File: config.mk
export PLATFORM = sky130hd
export DESIGN_NAME = fetch_unit_flat
export DESIGN_NICKNAME = d
export VERILOG_FILES = /design/src/rtl/fetch_unit_if.sv /design/src/rtl/fetch_unit.sv /design/src/flat_wrapper.sv
export SDC_FILE = /design/constraint.sdc
export NUM_CORES = 1
export LEC_CHECK = 0
export ABC_AREA = 1
export CAP_MARGIN = 10
export CORE_ASPECT_RATIO = 1.25
export CORE_MARGIN = 4
export CORE_UTILIZATION = 30
export DETAILED_ROUTE_END_ITERATION = 12
export GPL_TIMING_DRIVEN = 0
export PLACE_DENSITY_LB_ADDON = 0.05
export SYNTH_ARGS = -nofsm -noshare
export SYNTH_HDL_FRONTEND = slang
export SYNTH_SLANG_ARGS = --single-unit
File: constraint.sdc
create_clock -name clk -period 4.2 [get_ports clk]
set_clock_uncertainty 0.15 [all_clocks]
set_input_delay 0.63 -clock clk [delete_from_list [all_inputs] [get_ports clk]]
set_output_delay 0.63 -clock clk [all_outputs]
set_load 0.01 [all_outputs]
File: src/rtl/fetch_unit_if.sv
// Handshake bundles for the fetch stage: instruction memory
// request/response channel and the decode-facing channel.
interface imem_if;
  logic        imem_req_valid;
  logic        imem_req_ready;
  logic [31:0] imem_req_addr;
  logic        imem_rsp_valid;
  logic [31:0] imem_rsp_data;

  modport master (
    output imem_req_valid,
    output imem_req_addr,
    input  imem_req_ready,
    input  imem_rsp_valid,
    input  imem_rsp_data
  );

  modport slave (
    input  imem_req_valid,
    input  imem_req_addr,
    output imem_req_ready,
    output imem_rsp_valid,
    output imem_rsp_data
  );
endinterface

interface dec_if;
  logic        dec_valid;
  logic        dec_ready;
  logic [31:0] dec_instr;
  logic [31:0] dec_pc;
  logic        dec_fault;

  modport master (
    output dec_valid,
    output dec_instr,
    output dec_pc,
    output dec_fault,
    input  dec_ready
  );

  modport slave (
    input  dec_valid,
    input  dec_instr,
    input  dec_pc,
    input  dec_fault,
    output dec_ready
  );
endinterface

File: src/rtl/fetch_unit.sv
// Instruction fetch stage with prefetch FIFO and redirect flush.
// Optional FETCH_PERF_CNT_EN adds perf_fetched/perf_flushed counters.
module fetch_unit #(
  parameter logic [31:0] RESET_PC        = 32'h0000_0000,
  parameter int          FIFO_DEPTH      = 2,
  parameter int          MAX_OUTSTANDING = 2
) (
  input  logic        clk,
  input  logic        rst_n,
  imem_if.master      imem,
  dec_if.master       dec,
  input  logic        redirect_valid,
  input  logic [31:0] redirect_pc
`ifdef FETCH_PERF_CNT_EN
  ,
  output logic [31:0] perf_fetched,
  output logic [31:0] perf_flushed
`endif
);

  localparam int CW = $clog2(MAX_OUTSTANDING + 1);
  localparam int AW = $clog2(FIFO_DEPTH);
  localparam int NW = $clog2(FIFO_DEPTH + 1);

  typedef enum logic {RUN, FAULT} state_t;

  typedef struct packed {
    logic [31:0] pc;
    logic [31:0] instr;
    logic        fault;
  } ent_t;

  state_t        state_q, state_d;
  logic [31:0]   fetch_pc;
  logic [CW-1:0] pending, discard;
  ent_t          fifo [FIFO_DEPTH];
  logic [AW-1:0] rd_ptr, wr_ptr;
  logic [NW-1:0] count;

  logic        req_valid;
  logic        req_fire;
  logic        rsp_drop;
  logic        rsp_keep;
  logic        pop;
  logic        misaligned;
  logic [31:0] rsp_pc;

  assign req_fire   = req_valid & imem.imem_req_ready;
  assign rsp_drop   = imem.imem_rsp_valid &
                      (redirect_valid | (discard != '0));
  assign rsp_keep   = imem.imem_rsp_valid & ~rsp_drop;
  assign pop        = (count != '0) & dec.dec_ready;
  assign misaligned = redirect_pc[1:0] != 2'b00;
  // Oldest kept request sits 4*pending bytes behind fetch_pc.
  assign rsp_pc     = fetch_pc - (32'(pending) << 2);

  always_ff @(posedge clk or negedge rst_n) begin
    if (!rst_n) state_q <= RUN;
    else        state_q <= state_d;
  end

  always_comb begin
    state_d = state_q;
    if (redirect_valid)
      state_d = misaligned ? FAULT : RUN;
  end

  always_comb begin
    req_valid = 1'b0;
    unique case (state_q)
      RUN: req_valid = rst_n && !redirect_valid &&
        (int'(pending) + int'(count) < FIFO_DEPTH) &&
        (int'(pending) + int'(discard) < MAX_OUTSTANDING);
      FAULT: req_valid = 1'b0;
    endcase
  end

  assign imem.imem_req_valid = req_valid;
  assign imem.imem_req_addr  = fetch_pc;

  always_ff @(posedge clk or negedge rst_n) begin
    if (!rst_n) begin
      fetch_pc <= RESET_PC;
      pending  <= '0;
      discard  <= '0;
    end else if (redirect_valid) begin
      if (!misaligned)
        fetch_pc <= redirect_pc;
      pending <= '0;
      discard <= discard + pending -
                 CW'(imem.imem_rsp_valid);
    end else begin
      if (req_fire)
        fetch_pc <= fetch_pc + 32'd4;
      pending <= pending + CW'(req_fire) - CW'(rsp_keep);
      discard <= discard - CW'(rsp_drop);
    end
  end

  always_ff @(posedge clk or negedge rst_n) begin
    if (!rst_n) begin
      for (int i = 0; i < FIFO_DEPTH; i++)
        fifo[i] <= '0;
      rd_ptr <= '0;
      wr_ptr <= '0;
      count  <= '0;
    end else if (redirect_valid) begin
      rd_ptr <= '0;
      if (misaligned) begin
        fifo[0] <= '{pc: redirect_pc, instr: 32'h0,
                     fault: 1'b1};
        wr_ptr  <= AW'(1);
        count   <= NW'(1);
      end else begin
        wr_ptr <= '0;
        count  <= '0;
      end
    end else begin
      if (rsp_keep) begin
        fifo[wr_ptr] <= '{pc: rsp_pc,
                          instr: imem.imem_rsp_data,
                          fault: 1'b0};
        wr_ptr <= wr_ptr + AW'(1);
      end
      if (pop)
        rd_ptr <= rd_ptr + AW'(1);
      count <= count + NW'(rsp_keep) - NW'(pop);
    end
  end

  always_comb begin
    dec.dec_valid = count != '0;
    dec.dec_pc    = '0;
    dec.dec_instr = '0;
    dec.dec_fault = 1'b0;
    if (count != '0) begin
      dec.dec_pc    = fifo[rd_ptr].pc;
      dec.dec_instr = fifo[rd_ptr].instr;
      dec.dec_fault = fifo[rd_ptr].fault;
    end
  end

`ifdef FETCH_PERF_CNT_EN
  always_ff @(posedge clk or negedge rst_n) begin
    if (!rst_n) begin
      perf_fetched <= '0;
      perf_flushed <= '0;
    end else begin
      perf_fetched <= perf_fetched + 32'(rsp_keep);
      perf_flushed <= perf_flushed + 32'(rsp_drop) +
        (redirect_valid ? 32'(count) - 32'(pop) : 32'd0);
    end
  end
`endif

endmodule

File: src/flat_wrapper.sv
// flat-port wrapper written by rule: the top's interface ports become plain ports
module fetch_unit_flat 
#(
  parameter logic [31:0] RESET_PC        = 32'h0000_0000,
  parameter int          FIFO_DEPTH      = 2,
  parameter int          MAX_OUTSTANDING = 2
)
  (clk, rst_n, redirect_valid, redirect_pc, imem_imem_req_valid, imem_imem_req_addr, imem_imem_req_ready, imem_imem_rsp_valid, imem_imem_rsp_data, dec_dec_valid, dec_dec_instr, dec_dec_pc, dec_dec_fault, dec_dec_ready);
  imem_if imem_i ();
  dec_if dec_i ();
  input  logic clk;
  input  logic rst_n;
  input  logic redirect_valid;
  input  logic [31:0] redirect_pc;
  output wire logic [$bits(imem_i.imem_req_valid)-1:0] imem_imem_req_valid;
  output wire logic [$bits(imem_i.imem_req_addr)-1:0] imem_imem_req_addr;
  input wire logic [$bits(imem_i.imem_req_ready)-1:0] imem_imem_req_ready;
  input wire logic [$bits(imem_i.imem_rsp_valid)-1:0] imem_imem_rsp_valid;
  input wire logic [$bits(imem_i.imem_rsp_data)-1:0] imem_imem_rsp_data;
  output wire logic [$bits(dec_i.dec_valid)-1:0] dec_dec_valid;
  output wire logic [$bits(dec_i.dec_instr)-1:0] dec_dec_instr;
  output wire logic [$bits(dec_i.dec_pc)-1:0] dec_dec_pc;
  output wire logic [$bits(dec_i.dec_fault)-1:0] dec_dec_fault;
  input wire logic [$bits(dec_i.dec_ready)-1:0] dec_dec_ready;
  assign imem_imem_req_valid = imem_i.imem_req_valid;
  assign imem_imem_req_addr = imem_i.imem_req_addr;
  assign imem_i.imem_req_ready = imem_imem_req_ready;
  assign imem_i.imem_rsp_valid = imem_imem_rsp_valid;
  assign imem_i.imem_rsp_data = imem_imem_rsp_data;
  assign dec_dec_valid = dec_i.dec_valid;
  assign dec_dec_instr = dec_i.dec_instr;
  assign dec_dec_pc = dec_i.dec_pc;
  assign dec_dec_fault = dec_i.dec_fault;
  assign dec_i.dec_ready = dec_dec_ready;
  fetch_unit #(.RESET_PC(RESET_PC), .FIFO_DEPTH(FIFO_DEPTH), .MAX_OUTSTANDING(MAX_OUTSTANDING)) u_core (.clk(clk), .rst_n(rst_n), .imem(imem_i), .dec(dec_i), .redirect_valid(redirect_valid), .redirect_pc(redirect_pc));
endmodule
==> results.txt <==
Area grow syn2layout: 29.5%
Setup-failing EPs final: 0
Layout cells sized above 1: 0.0574
CP top delay family: buffers and inverters
Total power divided by cell area: 572 nW/um2
Share of the synthesized area in the top cell type: 0.443
Total track usage: 0.206
N_diodes: 0
DR iter-0 viols: 630
Initial Utilization: 0.303
Antenna violations before repair: 0
Io pins: 169
Final antenna-violating net count: 0
CTS tree: yes
Placed Area: 11800 um2
Syn avg cell area: 7.29 um2
Post-DP HPWL: 26700 um
Final Max Tran Viols: 0
Final total power: 7.11 mW
Critical path buffers and inverters: 5
Syn Nets: 1401
CP max stage delay: 0.61 ns
Final hold violations: 0
H-tree levels: 4
Vias in the first global route: 9392
Fin crit share: 0.895
Root buf cell: clkbuf_16
CORE AREA: 31700 um2
Final Non-Filler Cells: 1929
Post-layout util: 0.392
CP required: 3.42 ns
Most frequent CP cell: clkbuf_1
Unique masters post-synth: 32
WL final: 35900 um
CTS-repair resized insts: 0
Synth Cell Area: 9600 um2
Slew margin rel.: 0.476
Worst-Skew Late Latency: 0.44 ns
Actual slew at the worst max-slew pin: 0.786 ns
DRC: 0
DIE AREA: 35000 um2
Row count: 73
Slowest-stage cell, CP: clkdlybuf4s50_1
WL per Instance: 18.6 um
Area leader, netlist: dfrtp_1
CTS Hold Bufs: 0
Worst Hold Class: input port to asynchronous set/reset pin
Critical path cell sequence: clkbuf_1 -> inv_1 -> buf_2 -> clkbuf_1 -> nand2_1 -> a21oi_1 -> clkdlybuf4s50_1
Remaining Overflow, GRT: 0
EDFF count, synth: 0
# port buffers: 167
Post-synthesis sequential area ratio: 0.443
Final Wtd Congestion: 0.867
DP Cell Count: 1897
Synth Instances: 1317
Vias per inst: 4.74
Die height: 208 um
Worst-path fanout max: 10
Peak VDD IR: 218 uV
Global-route wire length before repair: 55800 um
Fin crit period: 3.76 ns
Clk sink count: 170
Max Cap Viol: 0
Setup crit end kind: output pin
RSZ-0062 raised after global routing: no
Final Instance Area: 12400 um2
Largest net degree at the start of global routing: 95
Most frequent cell after synthesis: nand2_1
Yosys reg bits: 170
Fillers: 3403
Post-synth top cells: nand2_1 (421), dfrtp_1 (170), o21ai_0 (135)
Ys Warns: 0
Number of buffers created by CTS: 17
Synth top area cells: dfrtp_1 (44%), nand2_1 (16%), o21ai_0 (7.0%)
Vias: 9137
Setup Buffers After CTS: 0
Main synth FF type: dfrtp_1
Post-synth ARST share: 1.00
CP startpoint kind: register
Die span in x: 168 um
Initial DRT Pass Iterations: 5
Maximum clock path buffer count: 2
CP arrival: 2.98 ns
Final Net Count: 1588
Critical setup path kind: register to output pin
CTS clock-pin slew for the worst setup and hold paths: 0.07 ns
Fmax: 266 MHz
LEAKAGE: 5.76 nW
Status: finished clean
-- layout by cell type, fill, tap and decap left out, types with 2 or more instances in the layout --
cell and n:
fa_1 3, xnor2_1 9, nand3_1 38, o211ai_1 10, buf_4 6, a21boi_0 2, buf_2 26, nor2_2 5
nand2_1 421, clkinvlp_4 4, nor2_1 127, clkinv_2 3, nand4_1 2, buf_6 5, a21oi_1 85, inv_2 3
ha_1 11, inv_1 134, nor3_1 7, o21ai_1 2, clkbuf_8 3, clkbuf_1 42, a31oi_1 7, o31ai_1 2
clkdlybuf4s50_1 166, nor2_4 4, xor2_1 24, o21ai_0 135, a22o_1 32, clkbuf_16 17, bufinv_16 3, dfrtp_1 170
-- logic make-up after synthesis --
logic type | after synthesis | synth area share
DFF | 170 | 0.443
adders and majority gates | 14 | 0.0206
xor gates and xnor gates | 33 | 0.0301
buffers and inverters | 215 | 0.0937
and+or+nand+nor | 609 | 0.251
AOI/OAI and AO/OA | 276 | 0.161
-- through the flow --
step,setup slack [ns],TNS (ns),hold WS [ns]
6_report,0.440,0,0.0181
3_5_place_dp,0.882,0,0.314
2_1_floorplan,2.07,0,0.184
5_1_grt,0.196,0,0.0772
4_1_cts,0.398,0,0.0579
3_3_place_gp,-5.65,-1127.40,0.308
-- power breakdown --
part / total, mW / internal [mW] / switching, mW
combinational: 2.93 / 1.21 / 1.72
sequential: 2.50 / 2.16 / 0.341
clock: 1.69 / 0.983 / 0.709
total: 7.11 / 4.35 / 2.77
-- worst reg2reg max path, stage by stage, from the launching register on --
cell,delay [ns]
dfrtp_1,0.52
inv_1,0.14
ha_1,0.19
fa_1,0.21
nand2_1,0.18
nor2_2,0.30
nand2_1,0.17
nor2_1,0.24
xor2_1,0.29
nand2_1,0.09
nand2_1,0.06
-- worst paths after layout --
kind	end	from	cells after the start	slack [ns]
setup / recovery	dec_dec_pc[15]	u_core.rd_ptr$_DFFE_PN0P_	7	0.44
hold / removal	u_core.fifo[30]$_DFFE_PN0P_	rst_n	1	0.02
setup reg to reg	u_core.fifo[61]$_DFFE_PN0P_	u_core.imem.imem_req_addr[2]$_DFFE_PN0P_	10	1.59
hold reg to reg	u_core.fifo[60]$_DFFE_PN0P_	u_core.fifo[60]$_DFFE_PN0P_	2	0.33
max in group asynchronous	u_core.fifo[128]$_DFFE_PN0P_	rst_n	2	2.96
min in group clk	u_core.fifo[60]$_DFFE_PN0P_	u_core.fifo[60]$_DFFE_PN0P_	2	0.33
-- registers in the layout, indices dropped and copies added, names as in the netlist --
name / count
u_core.fifo: 129
u_core.count: 2
u_core.imem.imem_req_addr: 32
u_core.rd_ptr: 1
u_core.pending: 2
u_core.wr_ptr: 1
u_core.state_q: 1
u_core.discard: 2
-- routing by layer --
layer	up-vias	part of all wire	global-route usage
li1	4562	-	-
met1	4350	0.45	0.272
met2	199	0.49	0.354
met3	26	0.036	0.0304
met4	0	0.021	0.0563
met5	-	0	0
-- layout make-up --
type                       instances  area [um2]  share of cell area
multi-input combinational        932        4450               0.358
sequential                       170        4250               0.342
timing repair buffer             168        1700               0.137
tap                              412         515              0.0414
inverter                         137         514              0.0413
clock buffer                      21         470              0.0378
buffer                            78         385              0.0310
clock inverter                    11         144              0.0116
No activity file was read; power rests on OpenSTA's default activity.
